==> config.mk <==
export PLATFORM = sky130hd
export DESIGN_NAME = counter_down_timer
export DESIGN_NICKNAME = d
export VERILOG_FILES = /design/src/rtl/counter_down_timer.sv
export SDC_FILE = /design/constraint.sdc
export NUM_CORES = 1
export LEC_CHECK = 0
export CAP_MARGIN = 40
export CORE_UTILIZATION = 31
export CTS_CLUSTER_SIZE = 24
export DETAILED_ROUTE_END_ITERATION = 10
export PLACE_DENSITY_LB_ADDON = 0.25
export SYNTH_ARGS = -nofsm -noshare
export SYNTH_HDL_FRONTEND = slang
export SYNTH_SLANG_ARGS = --single-unit
==> constraint.sdc <==
create_clock -name clk -period 1.61 [get_ports clk]
set_input_delay 0.322 -clock clk [delete_from_list [all_inputs] [get_ports clk]]
set_output_delay 0.322 -clock clk [all_outputs]
set_load 0.03 [all_outputs]
==> src/rtl/counter_down_timer.sv <==
// ---------------------------------------------------------------------------
// counter_down_timer
//
// Loadable down-counter with terminal-count signalling and optional
// auto-reload. Load a value N and it counts down on enable. It flags a
// one-cycle terminal count when the count passes from 1 to 0. When
// auto-reload is set, it restarts from N instead of stopping.
//
// Ports:
//   clk          rising-edge clock
//   rb           asynchronous active-low reset
//   load         synchronous load strobe, highest priority
//   load_val     value to count down from, captured on load
//   en           count enable, only gates decrements while running
//   auto_reload  sampled on the terminal decrement: 1 reloads, 0 stops
//   count        current counter value (registered)
//   busy         high while the timer is running (registered)
//   tc           one-clock terminal-count pulse (registered)
//   zero         combinational flag, count == 0
// ---------------------------------------------------------------------------
module counter_down_timer #(
    parameter int WIDTH = 8
) (
    input  logic             clk,
    input  logic             rb,
    input  logic             load,
    input  logic [WIDTH-1:0] load_val,
    input  logic             en,
    input  logic             auto_reload,
    output logic [WIDTH-1:0] count,
    output logic             busy,
    output logic             tc,
    output logic             zero
);

    typedef enum logic {
        IDLE = 1'b0,
        RUN  = 1'b1
    } state_t;

    localparam logic [WIDTH-1:0] ONE = WIDTH'(1);

    state_t           state;
    logic [WIDTH-1:0] rl;

    // Sequential core. Each edge resolves in priority order: load first,
    // then the terminal decrement (count == 1), then a plain decrement,
    // then hold. tc is cleared on every path except the terminal decrement,
    // so it forms a single-cycle pulse. A load clears tc even when it
    // lands on a terminal edge. While running, the count never reaches 0
    // through a plain decrement, so the counter cannot underflow.
    always_ff @(posedge clk or negedge rb) begin
        if (!rb) begin
            count <= '0;
            rl    <= '0;
            state <= IDLE;
            tc    <= 1'b0;
        end else if (load) begin
            count <= load_val;
            rl    <= load_val;
            tc    <= 1'b0;
            state <= (load_val != '0) ? RUN : IDLE;
        end else if (state == RUN && en && count == ONE) begin
            tc <= 1'b1;
            if (auto_reload) begin
                count <= rl;
            end else begin
                count <= '0;
                state <= IDLE;
            end
        end else if (state == RUN && en) begin
            count <= count - ONE;
            tc    <= 1'b0;
        end else begin
            tc <= 1'b0;
        end
    end

    // busy comes straight from the state flop, so it is still a registered
    // output. zero is deliberately combinational off the count register.
    assign busy = (state == RUN);
    assign zero = (count == '0);

endmodule

==> Yosys cells after proc, flatten, opt, wreduce, memory -nomap -nowiden <==
Index checks and enable logic that the tools add are counted.
{ "classes": {"n_addsub": 1, "n_mux": 10, "n_eq_ne": 2, "reduce_logical": 7} }
{ "op_table": {"columns": ["cell", "count"], "rows": [
  ["8-bit two-way mux", 4],
  ["8-bit by 1-bit equality test with 1-bit output, second input constant", 1],
  ["8-bit zero test", 1],
  ["8-bit nonzero test", 1],
  ["8-bit by 1-bit subtractor with 8-bit output, second input constant", 1],
  ["1-bit two-way mux", 6],
  ["3-bit nonzero test", 1],
  ["1-bit logical AND", 2],
  ["2-bit != test, second input constant", 1],
  ["2-bit AND reduction", 1],
  ["2-bit nonzero test", 1]
]} }
{ "totals": {"wordCells": 24, "in_bits": 13, "reg_bits": 18, "output_inout_bits": 11} }

==> Logic depth before layout (Yosys ltp) <==
Gate-level depths: netlist of run 1.
{ "logic_depth": {"word_depth": 4, "ltp_mapped": 7, "depth_no_buf": 6} }

==> Least setup slack after synthesis of run 1 <==
OpenSTA, ideal clock, no wires.
{ "synth_timing": {"kind": "register -> register", "from": "reg count[1]", "to": "reg count[6]", "setup_ns": 0.136, "synth_period_minus_slack_ns": 1.933, "required_ns": 1.474, "slack_ns": -0.323, "stages_incl_launch_ff": 8, "arrival_time_ns": 1.797, "n_path_buf": 1, "path_cell_list": "dfrtp_1 > inv_1 > ha_1 > nor3b_2 > and3_1 > buf_6 > a2111oi_0 > nor3_1"} }
{ "synth_via": {"elab_chain_len": 4, "word_cells_on_any_way": 7, "classes_between": "add/sub: 1; eq/ne: 1; mux: 3; reduce/logical: 2"} }
{ "synth_rtl": {"columns": ["item", "line", "source"], "rows": [
  ["start: declaration", "30", "output logic [WIDTH-1:0] count,"],
  ["start signal: assignment", "59", "count <= load_val;"],
  ["start signal: assignment", "66", "count <= rl;"],
  ["start signal: assignment", "72", "count <= count - ONE;"],
  ["8-bit by 1-bit subtractor with 8-bit output or 8-bit by 1-bit equality test with 1-bit output (tied branches)", "72, 63", null],
  ["8-bit two-way mux or 1-bit logical AND (tied branches)", "71, 63", null],
  ["8-bit two-way mux", "63", "end else if (state == RUN && en && count == ONE) begin"],
  ["8-bit two-way mux", "58", "end else if (load) begin"]
]} }
Parallel ways exist; a longest one is shown, timed or not. The select of a mux whose other input is x is not followed.
A chain may end at the register's enable or synchronous reset.

==> Final worst setup path of run 1 <==
{ "layout_timing": {"from": "reg count[5]", "to": "out zero"} }
{ "layout_via": {"elab_chain_len": 1} }
{ "layout_rtl": {"columns": ["item", "line", "source"], "rows": [
  ["8-bit zero test", "82", "assign zero = (count == '0);"],
  ["end: declaration", "33", "output logic zero"]
]} }
No other way between the ends.

==> insert_results.sql, run 1 <==
INSERT INTO impl_metrics (metric_group, metric, value, unit) VALUES
('floorplanning', 'std_cell_rows', '21', ''),
('sta', 'maxSlewHeadroom', '64.9', '%'),
('floorplanning', 'floorplan.core_area', '3470', 'um^2'),
('route', 'wl_per_cell', '16.1', 'um'),
('clock_network', 'cts.reportedPaths.clkPinSlew', '0.07', 'ns'),
('setup_path', 'crit_arrival', '1.47', 'ns'),
('yosys', 'synth_top_area_share', '38.7', '%'),
('clock_network', 'cts.path.max_buffers', '2', ''),
('yosys', 'synth_commonest_cells', '18 x dfrtp_1, 11 x nand2_1, 9 x nor2_1, 9 x o21ai_0, 7 x inv_1', ''),
('yosys', 'async_reset_ff_share', '100', '%'),
('outcome', 'status', 'finished with violations', ''),
('final_layout', 'final_layout_size_suffix_gt1_share', '49.2', '%'),
('yosys', 'synth.cell_area', '1160', 'um^2'),
('sta', 'setup_violations', '4', ''),
('clock_network', 'clockRootBuffer', 'clkbuf_8', ''),
('yosys', 'yosys_most_used_dff', 'dfrtp_1', ''),
('hold_path', 'hold_path_class', 'in2async', ''),
('sta', 'final.hold.worst_slack', '0.402', 'ns'),
('final_layout', 'finalNonFillerCells', '245', ''),
('floorplanning', 'floorplan.die.width', '63.3', 'um'),
('outcome', 'failing_checks', 'negative setup slack', ''),
('sta', 'max_slew.worst_pin.slew', '0.520', 'ns'),
('floorplanning', 'initial_utilization', '33.5', '%'),
('route', 'route.vias.total', '1315', ''),
('yosys', 'netlist.top_cell.by_area', 'dfrtp_1', ''),
('yosys', 'postSynthCellCount', '131', ''),
('final_layout', 'finalNetCount', '216', ''),
('route', 'finalWirelength', '3950', 'um'),
('setup_path', 'critical_path_peak_fanout', '3', ''),
('final_layout', 'fraction_of_the_core_area_covered_by_cells_at_the_end_of_the_flow', '60.1', '%'),
('global_route', 'first_global_vias', '1242', ''),
('clock_network', 'cts_made_buffers', '3', ''),
('placement', 'numPortBuffers', '23', ''),
('sta', 'finalWorstPathRequiredPeriod', '1.79', 'ns'),
('final_layout', 'areaGrowthSynthToFinish', '79.1', '%'),
('setup_path', 'rr_startpoint', 'count[0]$_DFFE_PN0P_', ''),
('setup_path', 'cp-start-kind', 'flip-flop', ''),
('yosys', 'yosys_register_bits', '18', ''),
('sta', 'finalMaxSlewViolations', '0', ''),
('power_and_ir_drop', 'power-per-cell-area', '759', 'nW/um^2'),
('route', 'vias_per_cell', '5.37', ''),
('global_route', 'grt_antenna_before_repair', '0', ''),
('yosys', 'yosys.cell_count.top_type', 'dfrtp_1', ''),
('final_layout', 'post-route-cell-area', '2080', 'um^2'),
('global_route', 'overflow_after_grt', '0', ''),
('power_and_ir_drop', 'power.ir.vdd_worst', '421', 'uV'),
('clock_network', 'hold_buffers', '0', ''),
('setup_path', 'timing.critical_path.required', '1.29', 'ns'),
('final_layout', 'insertedDiodeCount', '0', ''),
('yosys', 'synth-warning-count', '0', ''),
('setup_path', 'rrSetupSlack', '-0.05', 'ns'),
('flow_run', 'timing.max_cap.violations', '0', ''),
('clock_network', 'cts_tree', 'done', ''),
('floorplanning', 'die-area', '4000', 'um^2'),
('floorplanning', 'die_height', '63.3', 'um'),
('final_layout', 'n_fill_cell', '309', ''),
('route', 'route.detailed.drc', '0', ''),
('global_route', 'gr-usage-all-layers', '19.4', '%'),
('setup_path', 'regToRegEndpoint', 'count[6]$_DFFE_PN0P_', ''),
('yosys', 'syn_avg_cell_area', '8.88', 'um^2'),
('route', 'ant_nets', '0', ''),
('placement', 'place.gp.congestion', '0.834', ''),
('route', 'first_iter_violations', '91', ''),
('clock_network', 'clock_insertion_delay_worst_skew', '0.26', 'ns'),
('placement', 'cell_count_post_placement', '237', ''),
('power_and_ir_drop', 'static-leakage-power', '0.874', 'nW'),
('setup_path', 'endpoint_kind', 'output pin', ''),
('sta', 'worst_slack', '-0.179', 'ns'),
('placement', 'post-dp-hpwl', '2590', 'um'),
('clock_network', 'cts_sinks', '18', ''),
('yosys', 'synth-edff-count', '0', '');
## placed cells by master, fill, tap and decap left out, types with 2 or more instances in the layout
cell type,netlist,layout
or4_1,2,2
buf_4,1,45
a21oi_2,1,2
a22oi_2,0,2
nand2b_1,3,3
nand3_2,1,2
or3_1,3,3
ha_4,0,2
a2111oi_4,0,2
a211oi_2,0,2
buf_12,0,2
mux2_2,2,2
nand2_1,11,10
nand4_1,2,2
nor3_1,5,3
a21oi_1,6,5
nor2_1,9,9
clkdlybuf4s50_1,0,13
and3_4,0,2
clkbuf_8,0,3
o41ai_1,2,2
buf_6,2,3
nand3_1,4,2
a2bb2oi_2,0,2
a221oi_2,0,2
inv_1,7,5
nor2b_1,2,2
dfrtp_1,18,11
dlygate4sd2_1,0,9
dfrtp_2,0,7
a31oi_1,3,3
and2_4,0,2
o21ai_0,9,9
## area by class of cell
class / instances / area [um^2] / area share [%]
inverters: 8 / 32.5 / 1.56
clock buffers: 4 / 45.0 / 2.16
repair buffers: 72 / 621 / 29.8
multi-input cells: 97 / 870 / 41.7
well taps: 46 / 57.6 / 2.76
flip-flops and latches: 18 / 459 / 22.0
## worst max-delay path by stage
stage,start,to,slack (ns),cells past startpoint
after floorplan,count[2]$_DFFE_PN0P_,count[5]$_DFFE_PN0P_,-0.09,5
after global placement,load,count[3]$_DFFE_PN0P_,-0.1,5
after detailed placement,count[0]$_DFFE_PN0P_,count[7]$_DFFE_PN0P_,-0.13,6
after CTS,count[4]$_DFFE_PN0P_,zero,-0.17,4
after global routing,count[5]$_DFFE_PN0P_,zero,-0.23,4
final,count[5]$_DFFE_PN0P_,zero,-0.18,4
## repair_timing
action,4_1_cts,5_1_grt
setup buffers,2,2
resized for setup,30,19
setup endpoints to repair,19,10
pin swaps,11,16
## power breakdown
group	internal [mW]	leakage [nW]	switching (mW)
logic	0.326	0.640	0.337
clock network	0.177	0.0228	0.167
registers	0.506	0.211	0.0698
total	1.01	0.874	0.574
## logic make-up (layout without fill, tap and decap cells)
family                   after synthesis  in the layout  share of synthesized area, %
AO/OA/AOI/OAI                         38             38                          22.4
adder cells (fa/ha/maj)                3              3                          3.23
buffers and inverters                 16             84                          6.88
flip-flops                            18             18                          38.7
multiplexers                           2              2                          1.94
AND/OR/NAND/NOR                       54             54                          26.9
## per-layer routing
layer / vias up / global-route usage (%) / routed length, um
li1: 626 / - / -
met1: 643 / 24.7 / 1630
met2: 39 / 32.4 / 2120
met3: 7 / 3.26 / 134
met4: 0 / 7.67 / 61
met5: - / 0 / 0
## state kept, by name, indices dropped and copies added (netlist names)
signal  count
busy        1
rl          8
tc          1
count       8
## metrics by stage
step	power (mW)	worst slack (ns)
after floorplan	0.857	-0.0881
after global placement	1.13	-0.0957
after detailed placement	1.14	-0.125
after CTS	1.51	-0.173
after global routing	1.66	-0.235
final	1.58	-0.179
## worst max-delay path: stages, from the launching register on
cell	delay, ns
dfrtp_1	0.42
nor4_4	0.33
buf_4	0.17
and3_4	0.17
buf_6	0.12
(Power assumes the default switching activity.)
==> inputs of run 2 (changes only) <==
Settings changed: CAP_MARGIN 40 to default, CORE_ASPECT_RATIO from default to 1.75.
==> run 2 against run 1 <==
Compared with the run above: the flow still finishes with violations (negative setup slack); first-iteration DRC count down 63%; register-to-register slack got worse by 0.05 ns; sequential share of layout area is 1.2 points higher; fmax fell by 1.6%; critical path type unchanged; critical endpoint unchanged; highest routed layer unchanged.
==> insert_results.sql, run 2 (synthesis gave the netlist of run 1 again) <==
INSERT INTO impl_metrics (metric_group, metric, value, unit) VALUES
('outcome', 'status', 'finished with violations', ''),
('outcome', 'failing_checks', 'negative setup slack', ''),
('sta', 'min_period_over_period', '113', '%'),
('floorplanning', 'die_height', '83.1', 'um'),
('placement', 'post-dp-hpwl', '2690', 'um'),
('setup_path', 'endpoint_kind', 'output pin', ''),
('final_layout', 'most_used_cells_in_the_layout_excluding_fill_and_tap_cells', '40 x buf_4, 13 x clkdlybuf4s50_1, 11 x dfrtp_1', ''),
('route', 'first_iter_violations', '34', ''),
('clock_network', 'clockRootBuffer', 'clkbuf_8', ''),
('final_layout', 'final_layout_size_suffix_gt1_share', '42.6', '%'),
('floorplanning', 'die-area', '4010', 'um^2'),
('setup_path', 'critical_path_peak_fanout', '3', ''),
('global_route', 'grt_antenna_before_repair', '0', ''),
('global_route', 'grt_first_pass_wirelength', '5930', 'um'),
('setup_path', 'cp_cell_sequence', 'nor4_4 > buf_4 > and3_4 > buf_6', ''),
('final_layout', 'finalNetCount', '212', ''),
('setup_path', 'rr_startpoint', 'count[0]$_DFFE_PN0P_', ''),
('final_layout', 'reg.largest.list', 'count: 8 flops, rl: 8 flops', ''),
('hold_path', 'hold_path_class', 'in2async', ''),
('route', 'route.vias.total', '1263', ''),
('clock_network', 'cts_sinks', '18', ''),
('power_and_ir_drop', 'internal_power', '1.03', 'mW'),
('route', 'route.detailed.drc', '0', ''),
('route', 'ant_nets', '0', ''),
('power_and_ir_drop', 'switching_share', '34.7', '%'),
('global_route', 'overflow_after_grt', '0', ''),
('power_and_ir_drop', 'static-leakage-power', '0.836', 'nW'),
('power_and_ir_drop', 'power.share.clock', '24.2', '%'),
('sta', 'worst_slack', '-0.208', 'ns'),
('placement', 'place.gp.congestion', '0.795', ''),
('final_layout', 'insertedDiodeCount', '0', ''),
('setup_path', 'timing.setup.critical_path_class', 'reg2out', ''),
('sta', 'max_slew.worst_pin.slew', '0.330', 'ns'),
('setup_path', 'timing.critical_path.slowest_cell_delay', '0.43', 'ns'),
('clock_network', 'clock_insertion_delay_worst_skew', '0.26', 'ns'),
('clock_network', 'hold_buffers', '0', ''),
('floorplanning', 'floorplan.die.width', '48.3', 'um'),
('placement', 'numPortBuffers', '23', ''),
('clock_network', 'cts_made_buffers', '3', ''),
('route', 'dr.pass1.iters', '4', ''),
('floorplanning', 'std_cell_rows', '29', ''),
('global_route', 'pin_count_of_the_biggest_net_entering_global_routing', '25', ''),
('clock_network', 'cts.reportedPaths.clkPinSlew', '0.08', 'ns'),
('floorplanning', 'initial_utilization', '32.4', '%'),
('power_and_ir_drop', 'power-per-cell-area', '801', 'nW/um^2'),
('clock_network', 'htree_num_levels', '1', ''),
('setup_path', 'rrSetupSlack', '-0.10', 'ns'),
('power_and_ir_drop', 'p_switching', '549', 'uW'),
('global_route', 'first_global_vias', '1295', ''),
('final_layout', 'areaGrowthSynthToFinish', '70.0', '%'),
('flow_run', 'timing.max_cap.violations', '0', ''),
('power_and_ir_drop', 'comb_power_share', '39.5', '%'),
('route', 'finalWirelength', '3790', 'um'),
('route', 'wl_per_cell', '15.7', 'um'),
('setup_path', 'crit_arrival', '1.50', 'ns'),
('floorplanning', 'io-pin-count', '24', ''),
('sta', 'finalMaxSlewViolations', '0', ''),
('setup_path', 'cp-start-kind', 'flip-flop', ''),
('sta', 'hold_viol_final', '0', ''),
('power_and_ir_drop', 'power.ir.vdd_worst', '467', 'uV'),
('sta', 'setup_repair_after_global_routing_missed_its_margin', 'yes', ''),
('setup_path', 'timing.critical_path.required', '1.29', 'ns'),
('setup_path', 'regToRegEndpoint', 'count[5]$_DFFE_PN0P_', ''),
('floorplanning', 'floorplan.core_area', '3590', 'um^2'),
('sta', 'finalWorstPathRequiredPeriod', '1.82', 'ns'),
('final_layout', 'post-route-cell-area', '1980', 'um^2'),
('sta', 'achievable-frequency', '550', 'MHz'),
('final_layout', 'layout.cells.most_common', 'buf_4', ''),
('sta', 'maxSlewHeadroom', '77.9', '%'),
('setup_path', 'r2r_cells', '5', ''),
('setup_path', 'worst_path_max_delay_cell', 'dfrtp_2', ''),
('route', 'vias_per_cell', '5.24', ''),
('clock_network', 'cts.path.max_buffers', '2', ''),
('sta', 'setup_violations', '5', ''),
('clock_network', 'cts_tree', 'done', ''),
('sta', 'worst_clock_skew', '0.00850', 'ns'),
('power_and_ir_drop', 'power.sequential.fraction', '36.3', '%'),
('sta', 'final.hold.worst_slack', '0.397', 'ns'),
('global_route', 'gr-usage-all-layers', '19.0', '%'),
('placement', 'post_dp_cell_area', '1790', 'um^2');
## run 2: through the flow
| stage | cells | worst slack, ns | power, mW | utilization, % | TNS (ns) |
|---|---|---|---|---|---|
| after floorplan | 131 | -0.0881 | 0.857 | - | -0.235 |
| after global placement | 234 | -0.123 | 1.14 | 49.9 | -0.588 |
| after detailed placement | 234 | -0.187 | 1.15 | 49.9 | -0.808 |
| after CTS | 240 | -0.217 | 1.54 | 52.6 | -0.451 |
| after global routing | 241 | -0.261 | 1.66 | 55.1 | -0.853 |
| final | 241 | -0.208 | 1.58 | 55.1 | -0.410 |
## run 2: worst max-delay path: cells and delay by family, from the launching register on
kind	cells	cell delay [ns]
buffers and inverters	2	0.30
DFF	1	0.43
and+or+nand+nor	2	0.52
## run 2: routing by layer
layer  global-route usage, %  share of wire, %  vias up
met5                       0                 0        -
met4                    9.63               1.5        0
met3                    2.20               2.5        6
met2                    34.2                55       26
met1                    21.6                41      612
li1                        -                 -      619
## run 2: timing repair
action | in CTS | in global routing
setup endpoints to repair | 15 | 10
cloned | 0 | 0
buffers inserted | 2 | 1
pin swaps | 4 | 8
resized for setup | 18 | 16
## run 2: final cells by class
type                       instances  area, um^2
clock buffer                       4        55.1
fill                             335        1610
inverter                           8        32.5
multi-input combinational         97         779
sequential                        18         459
tap                               46        57.6
timing repair buffer              68         594
## run 2: worst max-delay path by stage
stage / start / end / slack (ns) / depth (start not counted)
3_5_place_dp: count[0]$_DFFE_PN0P_ / count[6]$_DFFE_PN0P_ / -0.19 / 6
2_1_floorplan: count[2]$_DFFE_PN0P_ / count[5]$_DFFE_PN0P_ / -0.09 / 5
5_1_grt: count[4]$_DFFE_PN0P_ / zero / -0.26 / 4
4_1_cts: count[4]$_DFFE_PN0P_ / zero / -0.22 / 4
3_3_place_gp: count[0]$_DFFE_PN0P_ / count[6]$_DFFE_PN0P_ / -0.12 / 6
6_report: count[4]$_DFFE_PN0P_ / zero / -0.21 / 4
## run 2: power by group through the flow
stage,Clock [mW],Sequential (mW),Combinational (mW)
2_1_floorplan,0,0.631,0.225
3_3_place_gp,0,0.576,0.561
3_5_place_dp,0,0.579,0.568
4_1_cts,0.389,0.568,0.583
5_1_grt,0.407,0.583,0.671
6_report,0.384,0.574,0.626
==> inputs of run 3 (changes only) <==
Settings changed: CTS_CLUSTER_DIAMETER from default to 60.
==> results of run 3 <==
Final layout, timing and power as in run 2 (identical DEF).
